`config.mk`:
```
export PLATFORM = sky130hd
export DESIGN_NAME = fu_logic_pipe
export DESIGN_NICKNAME = d
export VERILOG_FILES = /design/src/rtl/fu_pkg.sv /design/src/rtl/fu_pipe_stage.sv /design/src/rtl/fu_logic_pipe.sv
export SDC_FILE = /design/constraint.sdc
export NUM_CORES = 1
export LEC_CHECK = 0
export CAP_MARGIN = 20
export CORE_MARGIN = 2
export CORE_UTILIZATION = 29
export DETAILED_ROUTE_END_ITERATION = 10
export GPL_ROUTABILITY_DRIVEN = 0
export MAX_ROUTING_LAYER = met4
export SETUP_SLACK_MARGIN = 0.1
export SYNTH_ARGS = -nofsm -noshare
export SYNTH_HDL_FRONTEND = slang
export SYNTH_HIERARCHICAL = 1
export SYNTH_SLANG_ARGS = --single-unit
```
`constraint.sdc`:
```
create_clock -name clk -period 6.5 [get_ports clk]
set_input_delay 1.3 -clock clk [delete_from_list [all_inputs] [get_ports clk]]
set_output_delay 1.3 -clock clk [all_outputs]
set_load 0.01 [all_outputs]
```
`src/rtl/fu_pkg.sv`:
```
// Shared definitions for the fu_* execute-stage pipes: opcode encoding and
// the common stall / accept handshake convention.
package fu_pkg;

  localparam int FU_OP_W = 3;

  typedef enum logic [FU_OP_W-1:0] {
    FU_OP_AND  = 3'd0,
    FU_OP_OR   = 3'd1,
    FU_OP_XOR  = 3'd2,
    FU_OP_SLL  = 3'd3,
    FU_OP_SRL  = 3'd4,
    FU_OP_SRA  = 3'd5,
    FU_OP_ANDN = 3'd6,
    FU_OP_PASS = 3'd7
  } fu_op_e;

  // A result waiting on a busy consumer freezes the whole pipe.
  function automatic logic fu_stall(input logic out_valid, input logic out_ready);
    return out_valid & ~out_ready;
  endfunction

  function automatic logic fu_in_ready(input logic stall, input logic flush, input logic rst);
    return ~stall & ~flush & ~rst;
  endfunction

endpackage

```
`src/rtl/fu_pipe_stage.sv`:
```
// One {valid, data, tag} pipeline register. Clear kills the valid bit even
// when the stage is not enabled, so flush wins over a stall.
module fu_pipe_stage #(
  parameter int DATA_WIDTH = 32,
  parameter int TAG_WIDTH  = 6
) (
  input  logic                  clk,
  input  logic                  rst,
  input  logic                  i_en,
  input  logic                  i_clear,
  input  logic                  i_valid,
  input  logic [DATA_WIDTH-1:0] i_data,
  input  logic [TAG_WIDTH-1:0]  i_tag,
  output logic                  o_valid,
  output logic [DATA_WIDTH-1:0] o_data,
  output logic [TAG_WIDTH-1:0]  o_tag
);

  logic                  r_valid;
  logic [DATA_WIDTH-1:0] r_data;
  logic [TAG_WIDTH-1:0]  r_tag;

  // Payload only moves with a valid op so bubbles leave the last result in place.
  always_ff @(posedge clk) begin
    if (rst) begin
      r_valid <= 1'b0;
      r_data  <= '0;
      r_tag   <= '0;
    end else begin
      if (i_clear) begin
        r_valid <= 1'b0;
      end else if (i_en) begin
        r_valid <= i_valid;
      end
      if (i_en && i_valid) begin
        r_data <= i_data;
        r_tag  <= i_tag;
      end
    end
  end

  assign o_valid = r_valid;
  assign o_data  = r_data;
  assign o_tag   = r_tag;

endmodule

```
`src/rtl/fu_logic_pipe.sv`:
```
// Pipelined logic/shift functional unit: the op is evaluated at issue and the
// result travels with its tag through LATENCY register stages.
import fu_pkg::*;

module fu_logic_pipe #(
  parameter int DATA_WIDTH = 32,
  parameter int LATENCY    = 1,
  parameter int TAG_WIDTH  = 6
) (
  input  logic                  clk,
  input  logic                  rst,
  input  logic                  flush,
  input  logic                  in_valid,
  output logic                  in_ready,
  input  logic [FU_OP_W-1:0]    op,
  input  logic [DATA_WIDTH-1:0] data_0,
  input  logic [DATA_WIDTH-1:0] data_1,
  input  logic [TAG_WIDTH-1:0]  tag_in,
  output logic                  out_valid,
  input  logic                  out_ready,
  output logic [DATA_WIDTH-1:0] result,
  output logic [TAG_WIDTH-1:0]  tag_out,
  output logic                  idle
);

  localparam int SHW = $clog2(DATA_WIDTH);

  logic                  w_stall;
  logic                  w_accept;
  logic [SHW-1:0]        w_shamt;
  logic [DATA_WIDTH-1:0] w_alu;
  logic [LATENCY:0]      w_valid;
  logic [DATA_WIDTH-1:0] w_data [0:LATENCY];
  logic [TAG_WIDTH-1:0]  w_tag  [0:LATENCY];

  assign w_shamt = data_1[SHW-1:0];

  always_comb begin
    w_alu = '0;
    case (op)
      FU_OP_AND:  w_alu = data_0 & data_1;
      FU_OP_OR:   w_alu = data_0 | data_1;
      FU_OP_XOR:  w_alu = data_0 ^ data_1;
      FU_OP_SLL:  w_alu = data_0 << w_shamt;
      FU_OP_SRL:  w_alu = data_0 >> w_shamt;
      FU_OP_SRA:  w_alu = $signed(data_0) >>> w_shamt;
      FU_OP_ANDN: w_alu = data_0 & ~data_1;
      FU_OP_PASS: w_alu = data_0;
      default:    w_alu = '0;
    endcase
  end

  assign w_stall  = fu_stall(out_valid, out_ready);
  assign in_ready = fu_in_ready(w_stall, flush, rst);
  assign w_accept = in_valid & in_ready;

  // Slot 0 is the issue side; stage k takes whatever slot k-1 presents.
  assign w_valid[0] = w_accept;
  assign w_data[0]  = w_alu;
  assign w_tag[0]   = tag_in;

  for (genvar k = 1; k <= LATENCY; k++) begin : g_stage
    fu_pipe_stage #(
      .DATA_WIDTH(DATA_WIDTH),
      .TAG_WIDTH (TAG_WIDTH)
    ) u_stage (
      .clk    (clk),
      .rst    (rst),
      .i_en   (~w_stall),
      .i_clear(flush),
      .i_valid(w_valid[k-1]),
      .i_data (w_data[k-1]),
      .i_tag  (w_tag[k-1]),
      .o_valid(w_valid[k]),
      .o_data (w_data[k]),
      .o_tag  (w_tag[k])
    );
  end

  assign out_valid = w_valid[LATENCY];
  assign result    = w_data[LATENCY];
  assign tag_out   = w_tag[LATENCY];
  assign idle      = ~(|w_valid[LATENCY:1]) & ~in_valid;

endmodule

```
==> out/qor.csv, run 1 <==
metric,value,unit
status,"complete, no violations",
critPathMaxFanout,74,
tritoncts,done,
switchingPower,482,uW
sequentialPowerShare,0.215,
critPathBufInv,2,
finClkSkew,0.00307,ns
fin_nets,1180,
synth.distinct_cells,83,
crit_slowest_cell,o21ai_0,
final.fill_count,2976,
core_area,0.0288,mm2
p_comb_frac,0.543,
internal_power,691,uW
setup_viol,0,
drtIter0Drc,1150,
fin_area,0.00961,mm2
ctsHtreeMaxLevel,2,
yosys_warnings,6,
overflow,0,
syn2layout_area_growth,13.4,%
min_period,4.51,ns
wl_per_cell,24.2,um
clock_path_buffers,2,
hold_viol,0,
final_cells,1453,
cts_setup_buffers,0,
die_w,175,um
syn_nets,1155,
synthArstFlopShare,0,
ir_worst_vdd,0.000105,V
port_buffers,118,
cp.arrival,4.67,ns
cts_root_buf,clkbuf_16,
reg2reg_from,g_stage[1].u_stage/o_valid$_SDFFE_PP0P_,
worstPathRequired,6.66,ns
clkLatencyLatePin,0.28,ns
rsz0062_at_grt,false,
n_antenna_cell,0,
post_cts_resized,0,
dp.cells,1444,
numCtsBuffers,5,
ys_seq_area_frac,0.0921,
grt_pass1_wl,52.9,mm
setup_tns,0,ns
final_common_cell,clkdlybuf4s50_1,
final_util,0.334,
drive_above_1_share,0.203,
path_clk_slew,0.06,ns
synth.largest_area_cell,dfxtp_1,
start_kind,primary input,
critPathTopFamily,compound AO/OA/AOI/OAI gates,
row_count,62,
whs,0.573,ns
reg2reg_to,g_stage[1].u_stage/o_data[29]$_SDFFE_PP0P_,
viasPerCell,6.16,
layout.cells.most_common_list,"clkdlybuf4s50_1, nand2_1, mux2i_1",
hold_depth,2,
dieArea,0.0306,mm2
ant_nets,0,
yosys_register_bits,39,
syn_avg_cell_area,8.13,um2
path_class,primary input to flip-flop,
r2r_cells,6,
p_per_area,122,mW/mm2
max_slew.worst_pin.slew,1.12,ns
synth-main-ff-cell,dfxtp_1,
grt_max_degree,78,
place_area,0.00942,mm2
cpPeakStageDelay,0.83,ns
hold_path_end,g_stage[1].u_stage/o_data[13]$_SDFFE_PP0P_,
chipHeight,175,um
grtUsageTotal,0.228,
drv_cap,0,
cp_cell_sequence,buf_4 -> inv_1 -> mux2i_1 -> a21oi_1 -> o21ai_0 -> o21ai_0 -> a211o_1 -> nand3_2 -> a21oi_2,
final_max_slew_viol_count,0,
grt_pass1_vias,8356,
sw_frac_of_total,0.411,
slew_headroom,0.252,
path_common_cell,o21ai_0,
antenna_found_initial,0,
cts_hold_buf,0,
hpwl,25.8,mm
synth_edf_count,0,
clockPowerShare,0.242,
synth_area_leaders,"dfxtp_1, mux2i_1, mux4_2, ha_1, mux2_2",
holdCritStartpoint,g_stage[1].u_stage/o_data[13]$_SDFFE_PP0P_,
synth.top_cell.area_share,0.0921,
max_freq,0.222,GHz
io_pins,119,
min_path_type,flip-flop to flip-flop,
routed_wl,35.1,mm
synth_area,0.00848,mm2
drtPass1Iterations,8,
start_util,0.295,
vias,8954,
cts.sinks,39,
critPathCaptureType,flip-flop,
p_leak,3.60,nW
syn_inst,1043,
min_period_over_period,0.694,
reg2reg_slack,4.33,ns
drc,0,
## cells by family after synthesis
group / Yosys count / synth area share
AO/OA/AOI/OAI: 332 / 0.300
AND/OR/NAND/NOR: 290 / 0.178
buffers and inverters: 184 / 0.128
multiplexers: 148 / 0.236
flip-flops: 39 / 0.0921
adder cells (fa/ha/maj): 34 / 0.0502
XOR/XNOR: 16 / 0.0165
## area by class of cell
class	count	area (um2)	share of cell area
clock buffer	6	139	0.0144
clock inverter	2	35.0	0.00364
inverter	65	244	0.0254
multi-input combinational	820	6620	0.689
sequential	39	781	0.0812
tap	384	480	0.0500
timing repair buffer	137	1310	0.136
## synthesized netlist by cell type, drive strengths merged (9+ instances only)
| master | count |
|---|---|
| o22ai | 37 |
| nor2b | 10 |
| a31oi | 9 |
| dfxtp | 39 |
| nor3 | 12 |
| o211ai | 14 |
| o21ai | 46 |
| mux4 | 36 |
| a21oi | 77 |
| nand2b | 10 |
| xnor2 | 16 |
| nor2 | 63 |
| clkbuf | 43 |
| mux2i | 79 |
| nand3 | 74 |
| mux2 | 33 |
| a211oi | 10 |
| nand2 | 89 |
| buf | 76 |
| ha | 34 |
| a21bo | 38 |
| a221oi | 16 |
| inv | 65 |
| o221ai | 11 |
## through the flow
| step | total power [mW] | setup slack, ns |
|---|---|---|
| finish | 1.17 | 1.99 |
| global route | 1.22 | 1.90 |
| CTS | 1.15 | 2.22 |
| detailed placement | 0.868 | 1.96 |
| global placement | 0.866 | 1.95 |
| floorplan | 0.669 | 3.16 |
## sequential cells by signal (all words and copies together), names as in the netlist
name and flops:
g_stage.u_stage/o_valid 1, g_stage.u_stage/o_data 32, g_stage.u_stage/o_tag 6
## metal layers
| metal | wire, um | global-route usage |
|---|---|---|
| met5 | 0 | - |
| met4 | 2280 | 0.126 |
| met3 | 3560 | 0.0496 |
| met2 | 15300 | 0.338 |
| met1 | 14000 | 0.287 |
## power by group through the flow
| stage | registers [mW] | clock network, mW | logic (mW) |
|---|---|---|---|
| detailed placement | 0.258 | 0 | 0.610 |
| finish | 0.253 | 0.284 | 0.637 |
| floorplan | 0.260 | 0 | 0.409 |
| global route | 0.253 | 0.302 | 0.669 |
| global placement | 0.258 | 0 | 0.609 |
| CTS | 0.253 | 0.289 | 0.613 |
## tightest hold or removal path, stage by stage (launching register included)
cell	delay, ns
dfxtp_1	0.30
a21bo_2	0.19
a21oi_2	0.04
## worst max path at each step
stage / cells past startpoint / from / slack (ns) / endpoint
6_report: 9 / data_1[1] / 1.99 / g_stage[1].u_stage/o_data[7]$_SDFFE_PP0P_
3_5_place_dp: 8 / data_1[1] / 1.96 / g_stage[1].u_stage/o_data[19]$_SDFFE_PP0P_
3_3_place_gp: 9 / data_1[1] / 1.95 / g_stage[1].u_stage/o_data[29]$_SDFFE_PP0P_
2_1_floorplan: 13 / data_1[0] / 3.16 / g_stage[1].u_stage/o_data[28]$_SDFFE_PP0P_
4_1_cts: 8 / data_1[1] / 2.22 / g_stage[1].u_stage/o_data[19]$_SDFFE_PP0P_
5_1_grt: 9 / data_1[1] / 1.90 / g_stage[1].u_stage/o_data[7]$_SDFFE_PP0P_
(Power assumes the default switching activity.)
==> inputs of run 2 (changes only) <==
==> constraint.sdc (replaced) <==
create_clock -name clk -period 4.18 [get_ports clk]
set_input_delay 0.836 -clock clk [delete_from_list [all_inputs] [get_ports clk]]
set_output_delay 0.836 -clock clk [all_outputs]
set_load 0.01 [all_outputs]
==> run 2 against run 1 <==
Effect of this change:
- total power is 58% higher
- via count is 2.4% higher
- highest routed layer unchanged
- clock skew hardly changed
- flip-flop and latch count stayed put
- clock power is 53% higher
- non-clock buffer count is 33 higher
- largest power group unchanged
==> out/qor.csv, run 2 (synthesized netlist as in run 1, its figures left out) <==
metric,value,unit
status,"complete, no violations",
drtIter0Drc,1398,
crit_slowest_cell,clkdlybuf4s50_1,
hpwl,27.1,mm
holdCritStartpoint,g_stage[1].u_stage/o_data[10]$_SDFFE_PP0P_,
hold_depth,2,
chipHeight,175,um
numCtsBuffers,5,
fin_nets,1213,
start_util,0.295,
power,1.85,mW
core_area,0.0288,mm2
overflow,0,
setup_tns,0,ns
drv_cap,0,
tritoncts,done,
critPathBufInv,1,
use_met2,0.346,
critPathMaxFanout,15,
reg2reg_from,g_stage[1].u_stage/o_valid$_SDFFE_PP0P_,
cp_cell_sequence,clkdlybuf4s50_1 -> nand2b_1 -> nor2_1 -> and3_1 -> a221o_1 -> a31oi_1 -> o2111ai_1 -> nand3_2 -> a21oi_2,
reg2reg_slack,2.47,ns
min_path_type,flip-flop to flip-flop,
grt_max_degree,78,
ir_worst_vdd,0.000141,V
path_depth,9,
reg2reg_to,g_stage[1].u_stage/o_data[8]$_SDFFE_PP0P_,
cpPeakStageDelay,0.85,ns
max_freq,0.289,GHz
critPathCaptureType,flip-flop,
syn2layout_area_growth,16.7,%
grtUsageMet1,0.300,
vias,9173,
viasPerCell,6.17,
grt_pass1_wl,53.1,mm
cp.arrival,3.67,ns
slew_headroom,0.373,
use_met3,0.0383,
r2r_cells,6,
path_class,primary input to flip-flop,
row_count,62,
largest_reg_flops,32,
top_usage_layer,met2,
finClkSkew,0.00351,ns
clock_path_buffers,2,
dieArea,0.0306,mm2
drtPass1Iterations,7,
fin_area,0.00989,mm2
clkLatencyLatePin,0.28,ns
drc,0,
wl_per_cell,24.1,um
ant_nets,0,
min_period_over_period,0.827,
die_w,175,um
place_area,0.00972,mm2
ctsHtreeMaxLevel,2,
cts_setup_buffers,0,
grtUsageTotal,0.229,
max_slew.worst_pin.slew,0.940,ns
min_period,3.46,ns
whs,0.577,ns
critPathTopFamily,simple AND/OR/NAND/NOR gates,
layout.cells.most_common_list,"clkdlybuf4s50_1, nand2_1, mux2i_1",
final_max_slew_viol_count,0,
p_leak,3.76,nW
io_pins,119,
p_per_area,187,mW/mm2
post_cts_resized,0,
port_buffers,118,
drive_above_1_share,0.227,
cts.sinks,39,
hold_viol,0,
hold_path_end,g_stage[1].u_stage/o_data[10]$_SDFFE_PP0P_,
final_util,0.344,
start_kind,primary input,
setup_viol,0,
path_clk_slew,0.06,ns
rsz0062_at_grt,false,
final_common_cell,clkdlybuf4s50_1,
routed_wl,35.8,mm
cts_root_buf,clkbuf_16,
cts_hold_buf,0,
grt_pass1_vias,8340,
antenna_found_initial,0,
worstPathRequired,4.39,ns
n_antenna_cell,0,
run 2: cell count changes in the layout (fill, tap and decap cells not counted), sizes merged:
| cell | change |
|---|---|
| clkinv | +1 |
| clkbuf | -1 |
| buf | +33 |
run 2: through the flow:
step / instances / setup slack, ns
4_1_cts: 1486 / 0.870
2_1_floorplan: 1043 / 1.30
3_3_place_gp: 1478 / 0.558
5_1_grt: 1486 / 0.610
6_report: 1486 / 0.723
3_5_place_dp: 1478 / 0.584
run 2: worst max path at each step:
stage                           from                                         end  slack [ns]
after floorplan            data_1[0]  g_stage[1].u_stage/o_data[28]$_SDFFE_PP0P_        1.30
after global placement         op[2]   g_stage[1].u_stage/o_data[1]$_SDFFE_PP0P_        0.56
after detailed placement       op[2]   g_stage[1].u_stage/o_data[1]$_SDFFE_PP0P_        0.58
after global routing           op[2]   g_stage[1].u_stage/o_data[1]$_SDFFE_PP0P_        0.61
after CTS                 data_0[10]  g_stage[1].u_stage/o_data[15]$_SDFFE_PP0P_        0.87
final                          op[2]  g_stage[1].u_stage/o_data[24]$_SDFFE_PP0P_        0.72
run 2: layout make-up:
class | count | area (um2)
flip-flops and latches | 39 | 781
well taps | 384 | 480
inverters | 65 | 244
clock inverters | 3 | 43.8
clock buffers | 5 | 125
fillers | 2993 | 18900
repair buffers | 170 | 1600
multi-input cells | 820 | 6620
run 2: routing by layer:
metal | vias to the layer above | share of wire
met1 | 4257 | 0.40
met4 | 0 | 0.058
li1 | 4047 | -
met5 | - | 0
met3 | 159 | 0.10
met2 | 710 | 0.44
run 2: report_power, final:
part	leakage, nW	internal [mW]	switching [mW]	total [mW]
Clock	0.0838	0.281	0.154	0.435
Combinational	3.36	0.416	0.608	1.02
Sequential	0.316	0.385	0.00729	0.392
Total	3.76	1.08	0.770	1.85
run 2: worst min-delay path, cell delays in order (launching register included):
cell,delay (ns)
dfxtp_1,0.30
a21bo_2,0.19
a21oi_2,0.04
==> inputs of run 3 (changes only) <==
==> constraint.sdc (replaced) <==
create_clock -name clk -period 3 [get_ports clk]
set_input_delay 0.6 -clock clk [delete_from_list [all_inputs] [get_ports clk]]
set_output_delay 0.6 -clock clk [all_outputs]
set_load 0.01 [all_outputs]
==> run 3 against run 2 <==
Effect of this change:
- count of clock-buffer cells in the layout grew 1
- largest power group unchanged
- total power is 47% higher
- final cell count grew 10%
- hold slack worse by 0.00087 ns
- design area rose by 13%
- first-iteration DRC count fell by 3.6%
- flip-flop and latch count did not move
- die area did not move
- clock power up 18%
- utilization up 4.5 points
- clock skew barely moved
==> out/qor.csv, run 3 (synthesized netlist as in run 1, its figures left out) <==
metric,value,unit
status,"complete, no violations",
core_area,0.0288,mm2
start_kind,primary input,
ctsHtreeMaxLevel,2,
numCtsBuffers,5,
syn2layout_area_growth,32.1,%
final_common_cell,buf_4,
min_period,2.89,ns
routed_wl,37.2,mm
drtIter0Drc,1348,
drv_cap,0,
fin_area,0.0112,mm2
worst_slack,0.107,ns
critPathCaptureType,flip-flop,
max_freq,0.346,GHz
antenna_found_initial,0,
p_comb_frac,0.609,
start_util,0.295,
sequentialPowerShare,0.201,
cts_root_buf,clkbuf_16,
dieArea,0.0306,mm2
ir_worst_vdd,0.000233,V
cp.arrival,3.11,ns
fin_nets,1368,
slew_headroom,0.384,
critPathMaxFanout,7,
hpwl,29.6,mm
wl_per_cell,22.7,um
final.fill_count,2931,
ant_nets,0,
cts.sinks,39,
switchingPower,1.12,mW
final_max_slew_viol_count,0,
finClkSkew,0.00398,ns
path_class,primary input to flip-flop,
chipHeight,175,um
die_w,175,um
tritoncts,done,
setup_viol,0,
max_slew.worst_pin.slew,0.924,ns
rsz0062_at_grt,true,
port_buffers,118,
hold_viol,0,
io_pins,119,
vias,9669,
clockPowerShare,0.190,
dp_slack,-0.324,ns
n_antenna_cell,0,
p_per_area,243,mW/mm2
p_leak,4.58,nW
layout.cells.most_common_list,"buf_4, clkdlybuf4s50_1, nand2_1",
grt_pass1_wl,56.5,mm
sw_frac_of_total,0.413,
row_count,62,
clock_path_buffers,2,
grt_max_degree,78,
cts_hold_buf,0,
drc,0,
path_clk_slew,0.06,ns
internal_power,1.60,mW
drive_above_1_share,0.332,
largest_reg_flops,32,
drtPass1Iterations,5,
clkLatencyLatePin,0.28,ns
min_period_over_period,0.964,
min_path_type,flip-flop to flip-flop,
overflow,0,
worstPathRequired,3.21,ns
grtUsageTotal,0.243,
viasPerCell,5.89,
place_area,0.0110,mm2
grt_pass1_vias,9391,
[run 3: repair_timing]
| item | 4_1_cts | 5_1_grt |
|---|---|---|
| endpoints found under the hold margin | 0 | 0 |
| gates resized for setup | 3 | 19 |
| setup buffers | 0 | 0 |
| pin swaps | 0 | 2 |
| endpoints found under the setup margin | 3 | 17 |
| cloned | 0 | 0 |
[run 3: power by group through the flow]
| stage | clock network [mW] | logic (mW) | registers, mW |
|---|---|---|---|
| 2_1_floorplan | 0 | 0.885 | 0.564 |
| 3_3_place_gp | 0 | 1.57 | 0.558 |
| 3_5_place_dp | 0 | 1.59 | 0.558 |
| 4_1_cts | 0.523 | 1.60 | 0.547 |
| 5_1_grt | 0.546 | 1.74 | 0.549 |
| 6_report | 0.515 | 1.66 | 0.547 |
[run 3: layout make-up]
type / count / area (um2) / area share
clock buffer: 6 / 129 / 0.0115
tap: 384 / 480 / 0.0429
timing repair buffer: 325 / 2870 / 0.256
inverter: 65 / 244 / 0.0218
multi-input combinational: 820 / 6690 / 0.597
sequential: 39 / 781 / 0.0697
clock inverter: 2 / 12.5 / 0.00112
[run 3: worst paths after layout]
| check | start | to | slack, ns | depth (start not counted) |
|---|---|---|---|---|
| worst max-delay path | data_0[25] | g_stage[1].u_stage/o_data[25]$_SDFFE_PP0P_ | 0.11 | 10 |
| worst min-delay path | g_stage[1].u_stage/o_data[14]$_SDFFE_PP0P_ | g_stage[1].u_stage/o_data[14]$_SDFFE_PP0P_ | 0.58 | 2 |
| worst max register to register | g_stage[1].u_stage/o_valid$_SDFFE_PP0P_ | g_stage[1].u_stage/o_data[3]$_SDFFE_PP0P_ | 1.28 | 6 |
| worst min register to register | g_stage[1].u_stage/o_data[14]$_SDFFE_PP0P_ | g_stage[1].u_stage/o_data[14]$_SDFFE_PP0P_ | 0.58 | 2 |
[run 3: per-stage QoR]
stage          utilization  setup TNS [ns]  hold slack [ns]  cells  total power [mW]
4_1_cts              0.387               0            0.579   1641              2.67
6_report             0.389               0            0.577   1641              2.72
3_5_place_dp         0.381           -1.95            0.566   1633              2.14
2_1_floorplan            -               0            0.584   1043              1.45
5_1_grt              0.389               0            0.597   1641              2.84
3_3_place_gp         0.381           -1.53            0.566   1633              2.13
[run 3: routing by layer]
metal,GRT usage,part of all wire
met5,-,0
met4,0.119,0.058
met3,0.0455,0.094
met2,0.370,0.44
met1,0.310,0.41
[run 3: critical path: stages]
cell	delay, ns
clkdlybuf4s50_1	0.63
buf_4	0.17
nor2_1	0.04
a211oi_1	0.28
a21oi_1	0.11
a222oi_1	0.61
a221oi_1	0.20
o211ai_1	0.20
nand3_2	0.12
a21oi_2	0.14
